`src/rtl/mem_copy_engine.sv`:
```
// Block-copy engine: copies Length entries from SrcAddr to DstAddr through a
// single-port memory, alternating one read and one write per entry.
module mem_copy_engine #(
   parameter int unsigned W = 8,
   parameter int unsigned A = 8
) (
   input  logic         Clk,
   input  logic         Reset,
   input  logic         Start,
   input  logic [A-1:0] SrcAddr,
   input  logic [A-1:0] DstAddr,
   input  logic [A:0]   Length,
   output logic         Busy,
   output logic         Done,
   output logic [A-1:0] MemAddress,
   output logic         MemWriteEn,
   output logic [W-1:0] MemWrData,
   input  logic [W-1:0] MemRdData
);

   localparam int unsigned LW = A + 1;

   typedef enum logic [1:0] {
      IDLE   = 2'd0,
      READ   = 2'd1,
      WRITE  = 2'd2,
      FINISH = 2'd3
   } state_t;

   state_t          state, state_next;
   logic [A-1:0]    src, src_next;
   logic [A-1:0]    dst, dst_next;
   logic [LW-1:0]   len, len_next;
   logic [LW-1:0]   idx, idx_next;
   logic [W-1:0]    buffer, buffer_next;
   logic            busy_next, done_next, wren_next;
   logic [A-1:0]    addr_next;
   logic [W-1:0]    wrdata_next;

   // Next-state, datapath and next-output decode; bus outputs follow the next state
   always_comb begin
      state_next  = state;
      src_next    = src;
      dst_next    = dst;
      len_next    = len;
      idx_next    = idx;
      buffer_next = buffer;
      busy_next   = 1'b0;
      done_next   = 1'b0;
      wren_next   = 1'b0;
      addr_next   = MemAddress;
      wrdata_next = MemWrData;

      unique case (state)
         IDLE: begin
            if (Start) begin
               src_next   = SrcAddr;
               dst_next   = DstAddr;
               len_next   = Length;
               idx_next   = '0;
               state_next = (Length == '0) ? FINISH : READ;
            end
         end
         READ: begin
            buffer_next = MemRdData;
            state_next  = WRITE;
         end
         WRITE: begin
            idx_next   = idx + LW'(1);
            state_next = ((idx + LW'(1)) == len) ? FINISH : READ;
         end
         FINISH: begin
            state_next = IDLE;
         end
         default: state_next = IDLE;
      endcase

      unique case (state_next)
         READ: begin
            busy_next = 1'b1;
            addr_next = src_next + idx_next[A-1:0];
         end
         WRITE: begin
            busy_next   = 1'b1;
            wren_next   = 1'b1;
            addr_next   = dst_next + idx_next[A-1:0];
            wrdata_next = buffer_next;
         end
         FINISH:  done_next = 1'b1;
         default: ;
      endcase
   end

   // State, datapath and output registers
   always_ff @(posedge Clk or posedge Reset) begin
      if (Reset) begin
         state      <= IDLE;
         src        <= '0;
         dst        <= '0;
         len        <= '0;
         idx        <= '0;
         buffer     <= '0;
         Busy       <= 1'b0;
         Done       <= 1'b0;
         MemWriteEn <= 1'b0;
         MemAddress <= '0;
         MemWrData  <= '0;
      end else begin
         state      <= state_next;
         src        <= src_next;
         dst        <= dst_next;
         len        <= len_next;
         idx        <= idx_next;
         buffer     <= buffer_next;
         Busy       <= busy_next;
         Done       <= done_next;
         MemWriteEn <= wren_next;
         MemAddress <= addr_next;
         MemWrData  <= wrdata_next;
      end
   end

endmodule

```
`config.mk`:
```
export PLATFORM = sky130hd
export DESIGN_NAME = mem_copy_engine
export DESIGN_NICKNAME = d
export VERILOG_FILES = /design/src/rtl/mem_copy_engine.sv
export SDC_FILE = /design/constraint.sdc
export NUM_CORES = 1
export LEC_CHECK = 0
export CORE_ASPECT_RATIO = 1.1
export CORE_MARGIN = 8
export CORE_UTILIZATION = 50
export CTS_BUF_LIST = sky130_fd_sc_hd__clkbuf_4 sky130_fd_sc_hd__clkbuf_8
export CTS_CLUSTER_SIZE = 14
export DETAILED_ROUTE_END_ITERATION = 7
export PLACE_DENSITY = 0.78
export SLEW_MARGIN = 20
export SYNTH_ARGS = -nofsm -noshare
export SYNTH_HDL_FRONTEND = slang
export SYNTH_SLANG_ARGS = --single-unit
```
`constraint.sdc`:
```
create_clock -name Clk -period 5.9 [get_ports Clk]
set_input_delay 0.59 -clock Clk [delete_from_list [all_inputs] [get_ports Clk]]
set_output_delay 0.59 -clock Clk [all_outputs]
set_load 0.005 [all_outputs]
```
**Word-level counts from Yosys, hierarchy flattened**

Index checks and enable logic that the tools add are counted.

- Bits in registers: 63
- Bits in latches: 0
- RAM bits: 0
- Memory bits (read-only): 0
- Input bits: 36
- Logic and storage cells: 45
- Memories kept: 0

- Add/subtract/negate cells: 3
- $mul: 0
- Div/mod/pow operators: 0
- $lt $le $gt $ge: 0
- Equal/unequal tests: 8
- Shift operators: 0
- Multiplexer cells: 15
- Bitwise logic cells: 0
- Reduce and logical (&&, ||, !) cells: 7

Operators with widths:

| operator | number |
|---|---|
| two-way mux 8 bit | 5 |
| one-hot mux 9 bit (2 select lines) | 1 |
| adder 8 bit | 2 |
| one-hot mux 8 bit (2 select lines) | 1 |
| adder 9 x 1 -> 9 bit (second input constant) | 1 |
| equality test 9 bit | 1 |
| logical NOT 9 bit | 1 |
| two-way mux 9 bit | 1 |
| equality test 2 bit (second input constant) | 4 |
| one-hot mux 2 bit (4 select lines) | 1 |
| two-way mux 2 bit | 3 |
| equality test 2 x 1 -> 1 bit (second input constant) | 2 |
| AND reduction 2 bit | 2 |
| nonzero test 2 bit | 2 |
| two-way mux 1 bit | 3 |
| logical NOT 2 bit | 1 |
| != test 2 bit (second input constant) | 1 |
| OR reduction 2 bit | 1 |

**Logic depth before layout (Yosys ltp)**

- Depth after elaboration: 7
- Mapped depth: 13
- Mapped depth without buffers: 11

**Worst setup path after synthesis**

OpenSTA, ideal clock, no wires.

- Path kind: input port to flip-flop
- Start: in Start
- End: reg MemAddress[7]
- Setup time: 0.139 ns
- Arrival time: 3.656 ns
- Required time: 5.761 ns
- Slack: 2.105 ns
- Stages: 13
- Cells stage by stage: nor3b_1 buf_2 buf_1 mux2_2 mux2_2 ha_1 a21o_1 a21o_1 a21oi_1 maj3_1 o21bai_1 and4_4 or4_1

- Longest elaborated chain between the ends: 4

Ends and longest elaborated chain:

| element | line | text |
|---|---|---|
| start, declared | 9 | `input logic Start,` |
| two-way mux 8 bit | 56 | `if (Start) begin` |
| two-way mux 8 bit | 54 | `unique case (state)` |
| via dst_next[1] | 32 | `logic [A-1:0] dst, dst_next;` |
| adder 8 bit | 86 | `addr_next = dst_next + idx_next[A-1:0];` |
| one-hot mux 8 bit (2 select lines) | 78 | `unique case (state_next)` |
| end signal, assigned | 118 | `MemAddress <= addr_next;` |
| end, declared | 15 | `output logic [A-1:0] MemAddress,` |

The timed path passes the listed nets, and every way through them passes these cells. The select of a mux whose other input is x is not followed.
A chain may end at the register's enable or synchronous reset.

**Worst setup path in the final report**

- Start: in Start
- End: reg MemAddress[7]

- Longest elaborated chain between the ends: 4

Ends and longest elaborated chain:

| element | line | text |
|---|---|---|
| two-way mux 8 bit | 56 |  |
| two-way mux 8 bit | 54 |  |
| via src_next[1] | 31 | `logic [A-1:0] src, src_next;` |
| adder 8 bit | 81 | `addr_next = src_next + idx_next[A-1:0];` |
| one-hot mux 8 bit (2 select lines) | 78 |  |

The timed path passes the listed nets, and every way through them passes these cells. The select of a mux whose other input is x is not followed.

==> impl_metrics.csv <==
group,metric,value,unit
status,outcome,"finished clean",
floorplanning,dieArea,8190,sq um
critical_path,crit_path_max_incr_delay,0.55,ns
critical_path,r2r_end,"MemAddress[7]",
global_routing,met2_usage,25.2,%
detailed_routing,drc,0,
global_routing,antenna_found_initial,0,
floorplanning,fp-row-count,28,
worst_hold_path,min_path_type,"reg2reg",
placed_design,port_buffers,54,
synth,ys.warnings.count,0,
clock_network,post_cts_buffers,0,
pwr,p_per_area,508,nW/um^2
cells_and_area,fill_cells,438,
floorplanning,dieWidth,87,um
global_routing,grt_pass1_vias,2043,
global_routing,global_route.usage.met1,19.0,%
critical_path,r2r-start,"state[1]",
clock_network,postCtsHoldBufs,0,
global_routing,grt_pass1_wl,9920,um
detailed_routing,wl_per_cell,16.3,um
synth,synth_nets,289,
timing,rsz0062_at_grt,"false",
critical_path,path_buf_inv,2,
global_routing,grt_max_degree,56,
worst_hold_path,hold_end,"MemWrData[6]",
timing,period_share,66.8,%
clock_network,cts_tree,"yes",
synth,ys_seq_area_share,49.6,%
detailed_routing,wl,6100,um
synth,syn_inst,244,
critical_path,crit_path_top_delay_cell,"clkdlybuf4s50_1",
placed_design,place_congestion,0.835,
clock_network,clk_path_buf_depth,2,
pwr,p_leak,1.52,nW
clock_network,root_buffer,"clkbuf_8",
synth,synth_top_area_cell,"dfrtp_1",
timing,maxSlewViolCount,0,
critical_path,reg2regPathDepth,12,
cells_and_area,areaGrowthSynthToFinish,25.5,%
detailed_routing,antenna_left,0,
clock_network,clk_latency,0.30,ns
global_routing,grtUsageTotal,15.4,%
synth,yosysTopAreaCellShare,49.6,%
cells_and_area,finish.utilization,64.9,%
global_routing,overflow,0,
critical_path,crit_path_end_kind,"register",
clock_network,clock-sinks,55,
detailed_routing,via_per_inst,5.26,
critical_path,cpLargestDelayFamily,"simple AND/OR/NAND/NOR gates",
synth,muxShareOfSynthArea,15.0,%
worst_hold_path,min_delay_path_depth,2,
cells_and_area,num_antenna_cells,0,
detailed_routing,initialDrtViolationCount,105,
cells_and_area,num-nets-final,343,
critical_path,arrival,4.12,ns
synth,synth_ff_type,"dfrtp_1",
clock_network,clk_pin_slew_worst_paths,0.09,ns
global_routing,top_usage_layer,"met2",
synth,yosys.area_share.simple,12.8,%
clock_network,cts_buffers,5,
floorplanning,core-area,5360,sq um
synth,synth.cell_area,2770,sq um
synth,yosys-top-cells-area,"dfrtp_1 50%, mux2_2 15%, nand2_1 4.6%",
cells_and_area,regArea,1380,sq um
cells_and_area,fin_area,3480,sq um
critical_path,crit_chain,"clkdlybuf4s50_1, nor3b_2, buf_4, mux2_2, mux2_2, ha_1, a21o_1, a21o_1, a21oi_1, maj3_1, o21bai_1, and4_4, or4_1",
critical_path,r2r_slack,2.31,ns
placed_design,placed_area,3380,sq um
floorplanning,die_y,94.1,um
timing,period_needed,3.94,ns
synth,synth-compound-area-share,7.36,%
placed_design,hpwl,4520,um
synth,avgSynthCellArea,11.4,sq um
clock_network,cts_resized,0,
timing,slew_headroom,51.6,%
critical_path,critPathLaunch,"Start",
synth,synth_edf_count,0,
critical_path,path_class,"in2reg",
cells_and_area,drive_gt1_share,18.1,%
synth,synth-xor-area-share,7.27,%
cells_and_area,final_common_cell,"dfrtp_1",
timing,final-setup-viol-count,0,
global_routing,grt_use_met3,4.02,%
worst_hold_path,hp-start,"MemWrData[6]",
timing,hold_violations,0,
synth,synth.distinct_cells,42,
synth,synth-seq-cells,55,
timing,max_freq,0.254,GHz
critical_path,cp-start-kind,"input pin",
timing,finalSetupTns,0,ns
detailed_routing,via_count,1969,
synth,synth_top_family_by_area,"multiplexers",
clock_network,cts_htree_levels,2,
cells_and_area,most-common-layout-cells,"55 x dfrtp_1, 54 x clkdlybuf4s50_1, 36 x mux2_2, 34 x nand2_1, 12 x xnor2_1",
detailed_routing,dr.pass1.iters,4,
pwr,ir_worst_vdd,275,uV
floorplanning,start_util,51.7,%
synth,async_flop_share,100,%
synth,yosys.area_share.adder,5.05,%
run,maxCapViolations,0,
floorplanning,io_pins,55,
critical_path,worst_ep_required_time,6.08,ns
cells_and_area,multi_input_area,1320,sq um
critical_path,cp_max_fo,15,
timing,tightestPinTransition,0.727,ns
timing,fin_skew,0.00411,ns
metrics by stage:
stage          setup WS [ns]  hold WS, ns  total power [W]  cells
2_1_floorplan           2.11        0.467          0.00126    244
3_3_place_gp            1.78        0.457          0.00152    366
3_5_place_dp            1.67        0.462          0.00155    366
4_1_cts                 1.98        0.486          0.00179    374
5_1_grt                 1.79        0.509          0.00191    374
6_report                1.96        0.485          0.00177    374
report_power, final:
group          internal, W  total, W  switching [W]  leakage [nW]
Combinational     0.000492  0.000894       0.000402         0.802
Sequential        0.000549  0.000648      0.0000991         0.669
Clock             0.000107  0.000227       0.000120        0.0505
worst reg2reg max path, delay by kind of cell, from the launching register on:
family,cells,cell delay (ns)
buffers and inverters,1,0.26
adders and majority gates,2,0.51
muxes,2,0.67
DFF,1,0.49
and+or+nand+nor,3,0.93
AOI/OAI and AO/OA,4,0.61
area by class of cell:
class                           instances  area share [%]
Clock buffer                            7            2.77
Clock inverter                          1           0.216
Inverter                                6           0.647
Multi-Input combinational cell        173            38.0
Sequential cell                        55            39.5
Tap cell                               75            2.70
Timing Repair Buffer                   57            16.2
flip-flops by register name (all words and copies together), names as in the netlist:
| signal | flops |
|---|---|
| src | 8 |
| state | 2 |
| Busy | 1 |
| len | 9 |
| dst | 8 |
| MemWriteEn | 1 |
| idx | 9 |
| MemAddress | 8 |
| MemWrData | 8 |
| Done | 1 |
worst max path at each step:
stage / depth (start not counted) / end / slack (ns)
floorplan: 13 / MemAddress[7] / 2.11
global placement: 13 / MemAddress[7] / 1.78
detailed placement: 13 / MemAddress[7] / 1.67
CTS: 13 / MemAddress[7] / 1.98
global route: 13 / MemAddress[7] / 1.79
finish: 13 / MemAddress[7] / 1.96
cells in the mapped netlist (4+ instances only):
| master | number |
|---|---|
| xor2_1 | 11 |
| xnor2_1 | 12 |
| a21o_1 | 4 |
| ha_1 | 8 |
| mux2_2 | 36 |
| nor2_1 | 7 |
| inv_1 | 5 |
| dfrtp_1 | 55 |
| o21ai_0 | 6 |
| nand2b_1 | 5 |
| a21oi_1 | 8 |
| nand2_1 | 34 |
cells by family after synthesis:
| kind of cell | after synthesis |
|---|---|
| AOI/OAI and AO/OA | 31 |
| xor gates and xnor gates | 23 |
| adders and majority gates | 11 |
| buffers and inverters | 16 |
| DFF | 55 |
| muxes | 37 |
| and+or+nand+nor | 71 |
metal layers:
layer  wire length (um)  up-vias
li1                   -      953
met1               2740      960
met2               2970       48
met3                293        8
met4                 90        0
met5                  0        -
No activity file was read; power rests on OpenSTA's default activity.
==> patch (same flow settings) <==
Encoding of `state_t`: now Gray code (2 bits for 4 states).
--- a/src/rtl/mem_copy_engine.sv
+++ b/src/rtl/mem_copy_engine.sv
@@ -21,10 +21,10 @@
    localparam int unsigned LW = A + 1;
 
    typedef enum logic [1:0] {
-      IDLE   = 2'd0,
-      READ   = 2'd1,
-      WRITE  = 2'd2,
-      FINISH = 2'd3
+      IDLE   = 2'b00,
+      READ   = 2'b01,
+      WRITE  = 2'b11,
+      FINISH = 2'b10
    } state_t;
 
    state_t          state, state_next;
Behaviour: same outputs for any inputs over 10 cycles, from zero or initial values and one cycle with Reset high; not proved beyond that.
==> patch against the original RTL <==
Non-clock buffer count is 1 lower; first-iteration DRC count rose by 23%; synthesized area up 6.4%; wire length up 9.1%; sequential share of layout area shrank 1.3 points; sequential cell count did not move; final area increased by 3.5%; critical path depth is 1 higher; worst setup slack gained 0.18 ns; die area is 5.3% higher; critical path type is now flop to flop; critical endpoint unchanged; largest cell class is now multi-input gates.
Power is not compared: it rests on default switching activity, and its combinational part moved more than twofold at a synthesized area within 25%.
==> patch: results (changes against the original RTL) <==
CTS.ROOT.BUFFER_CELL='sky130_fd_sc_hd__clkbuf_8'
CLOCK_LATENCY_NS=0.30  # about the same
HPWL_UM=4950  # +9.5%
YOSYS.CELL_TYPES.COUNT=42  # unchanged
FIRST_PASS_GRT_WIRE_LENGTH_UM=11000  # +11%
INTERNAL-POWER_mW=0.485
CLK_TRANSITION_REPORTED_PATHS_NS=0.09  # about the same
CRITPATHKIND='flop to flop'
CTSHTREEMAXLEVEL=2  # unchanged
POSTROUTEWIRELENGTH_UM=6650  # +9.1%
FILL_CELL_COUNT=523  # +19%
PORT_BUFFERS=54  # unchanged
POSTPLACECELLAREA_MM2=0.00352  # +4.4%
CRITPATHMAXSTAGEDELAY_NS=0.53  # -0.02 ns
SYNTH_AREA_LEADERS='sky130_fd_sc_hd__dfrtp_1 (47%), sky130_fd_sc_hd__nand2_1 (11%), sky130_fd_sc_hd__mux2_2 (5.3%)'
FINAL_LAYOUT_SIZE_SUFFIX_GT1_SHARE_PCT=8.01  # -10 points
GRTUSAGETOTAL_PCT=16.4  # +0.95 points
SLEW_OF_THE_PIN_WITH_THE_LOWEST_SLEW_MARGIN_NS=0.774  # +0.0476 ns
FINAL_WORST_CLOCK_SKEW_NS=0.00555  # +0.00144 ns
STATUS='finished clean'
DETAIL_ROUTE.VIAS_PER_CELL=5.21  # -1.0%
STARTPOINT='state[1]'
CTS_RESIZED=0  # unchanged
GLOBALPLACE.CONGESTION=0.871  # +4.3%
HOLDCRITSTARTPOINT='src[0]'
ANTENNA_CELLS=0  # unchanged
SYN-NUM-NETS=364  # +26%
FINALHOLDVIOLATIONS=0  # unchanged
SWITCHING_PART_OF_THE_TOTAL_PCT=21.1
CRITICAL-PATH-SLOWEST-CELL='sky130_fd_sc_hd__nand2_1'
DR.FIRST_ITER.DRC_COUNT=129  # +23%
FINALNETCOUNT=411  # +20%
NETLIST_TOP_CELLS_COUNT='sky130_fd_sc_hd__nand2_1 (90), sky130_fd_sc_hd__dfrtp_1 (55), sky130_fd_sc_hd__o21ai_0 (20)'
ARRIVAL_NS=3.96  # -0.16 ns
LAYOUT_TOP_REGISTERS='idx: 9 flops, len: 9 flops'
GRT_PASS1_VIAS=2329  # +14%
SEQ_AREA_FRAC_SYNTH_PCT=46.6  # -3.0 points
CRIT_FANOUT=23  # +8
-- patch: cell families (layout without fill, tap and decap cells) --
group / after synthesis / in the layout / synth area share (%)
buffers and inverters: 30 / 76 / 4.41
AO/OA/AOI/OAI: 52 / 52 / 11.1
AND/OR/NAND/NOR: 127 / 127 / 18.5
multiplexers: 20 / 20 / 8.06
flip-flops: 55 / 55 / 46.6
XOR/XNOR: 20 / 20 / 5.94
adder cells (fa/ha/maj): 12 / 12 / 5.34
-- patch: through the flow --
stage          util [%]  cells  setup WS [ns]  hold slack (ns)
2_1_floorplan         -    316           2.68            0.436
3_3_place_gp       61.5    433           1.97            0.450
3_5_place_dp       61.5    433           1.83            0.457
4_1_cts            62.8    439           2.15            0.484
5_1_grt            62.8    439           1.90            0.505
6_report           62.8    439           2.14            0.478
-- patch: metal layers --
metal / track usage [%] / wire length, um / vias up
li1: - / - / 1141
met1: 20.5 / 2890 / 1092
met2: 27.7 / 3360 / 45
met3: 3.81 / 313 / 9
met4: 4.30 / 85 / 0
met5: 0 / 0 / -
-- patch: final timing paths --
kind,endpoint,slack [ns],cells past startpoint
worst max-delay path,MemAddress[7],2.14,14
worst min-delay path,src[0],0.48,2
worst max register to register,MemAddress[7],2.14,14
worst min register to register,src[0],0.48,2
max in group asynchronous,idx[5],4.67,3
min in group asynchronous,MemWrData[2],0.78,3
-- patch: power groups by stage --
stage	sequential, mW	clock [mW]	combinational (mW)
floorplan	0.389	0	0.00843
global placement	0.388	0	0.0419
detailed placement	0.388	0	0.0425
CTS	0.381	0.200	0.0427
global route	0.381	0.211	0.0461
finish	0.381	0.193	0.0416
-- patch: worst min-delay path, delay by kind of cell, from the launching register on --
kind | cells | cell delay [ns]
flops | 1 | 0.33
simple gates | 2 | 0.11
-- patch: layout make-up --
type                    instances  area (um^2)  area share, %
well taps                      77         96.3           2.68
multi-input cells             231         1440           40.1
flip-flops and latches         55         1380           38.2
clock inverters                 1         7.51          0.208
inverters                      14         52.6           1.46
repair buffers                 56          556           15.4
clock buffers                   5         68.8           1.91
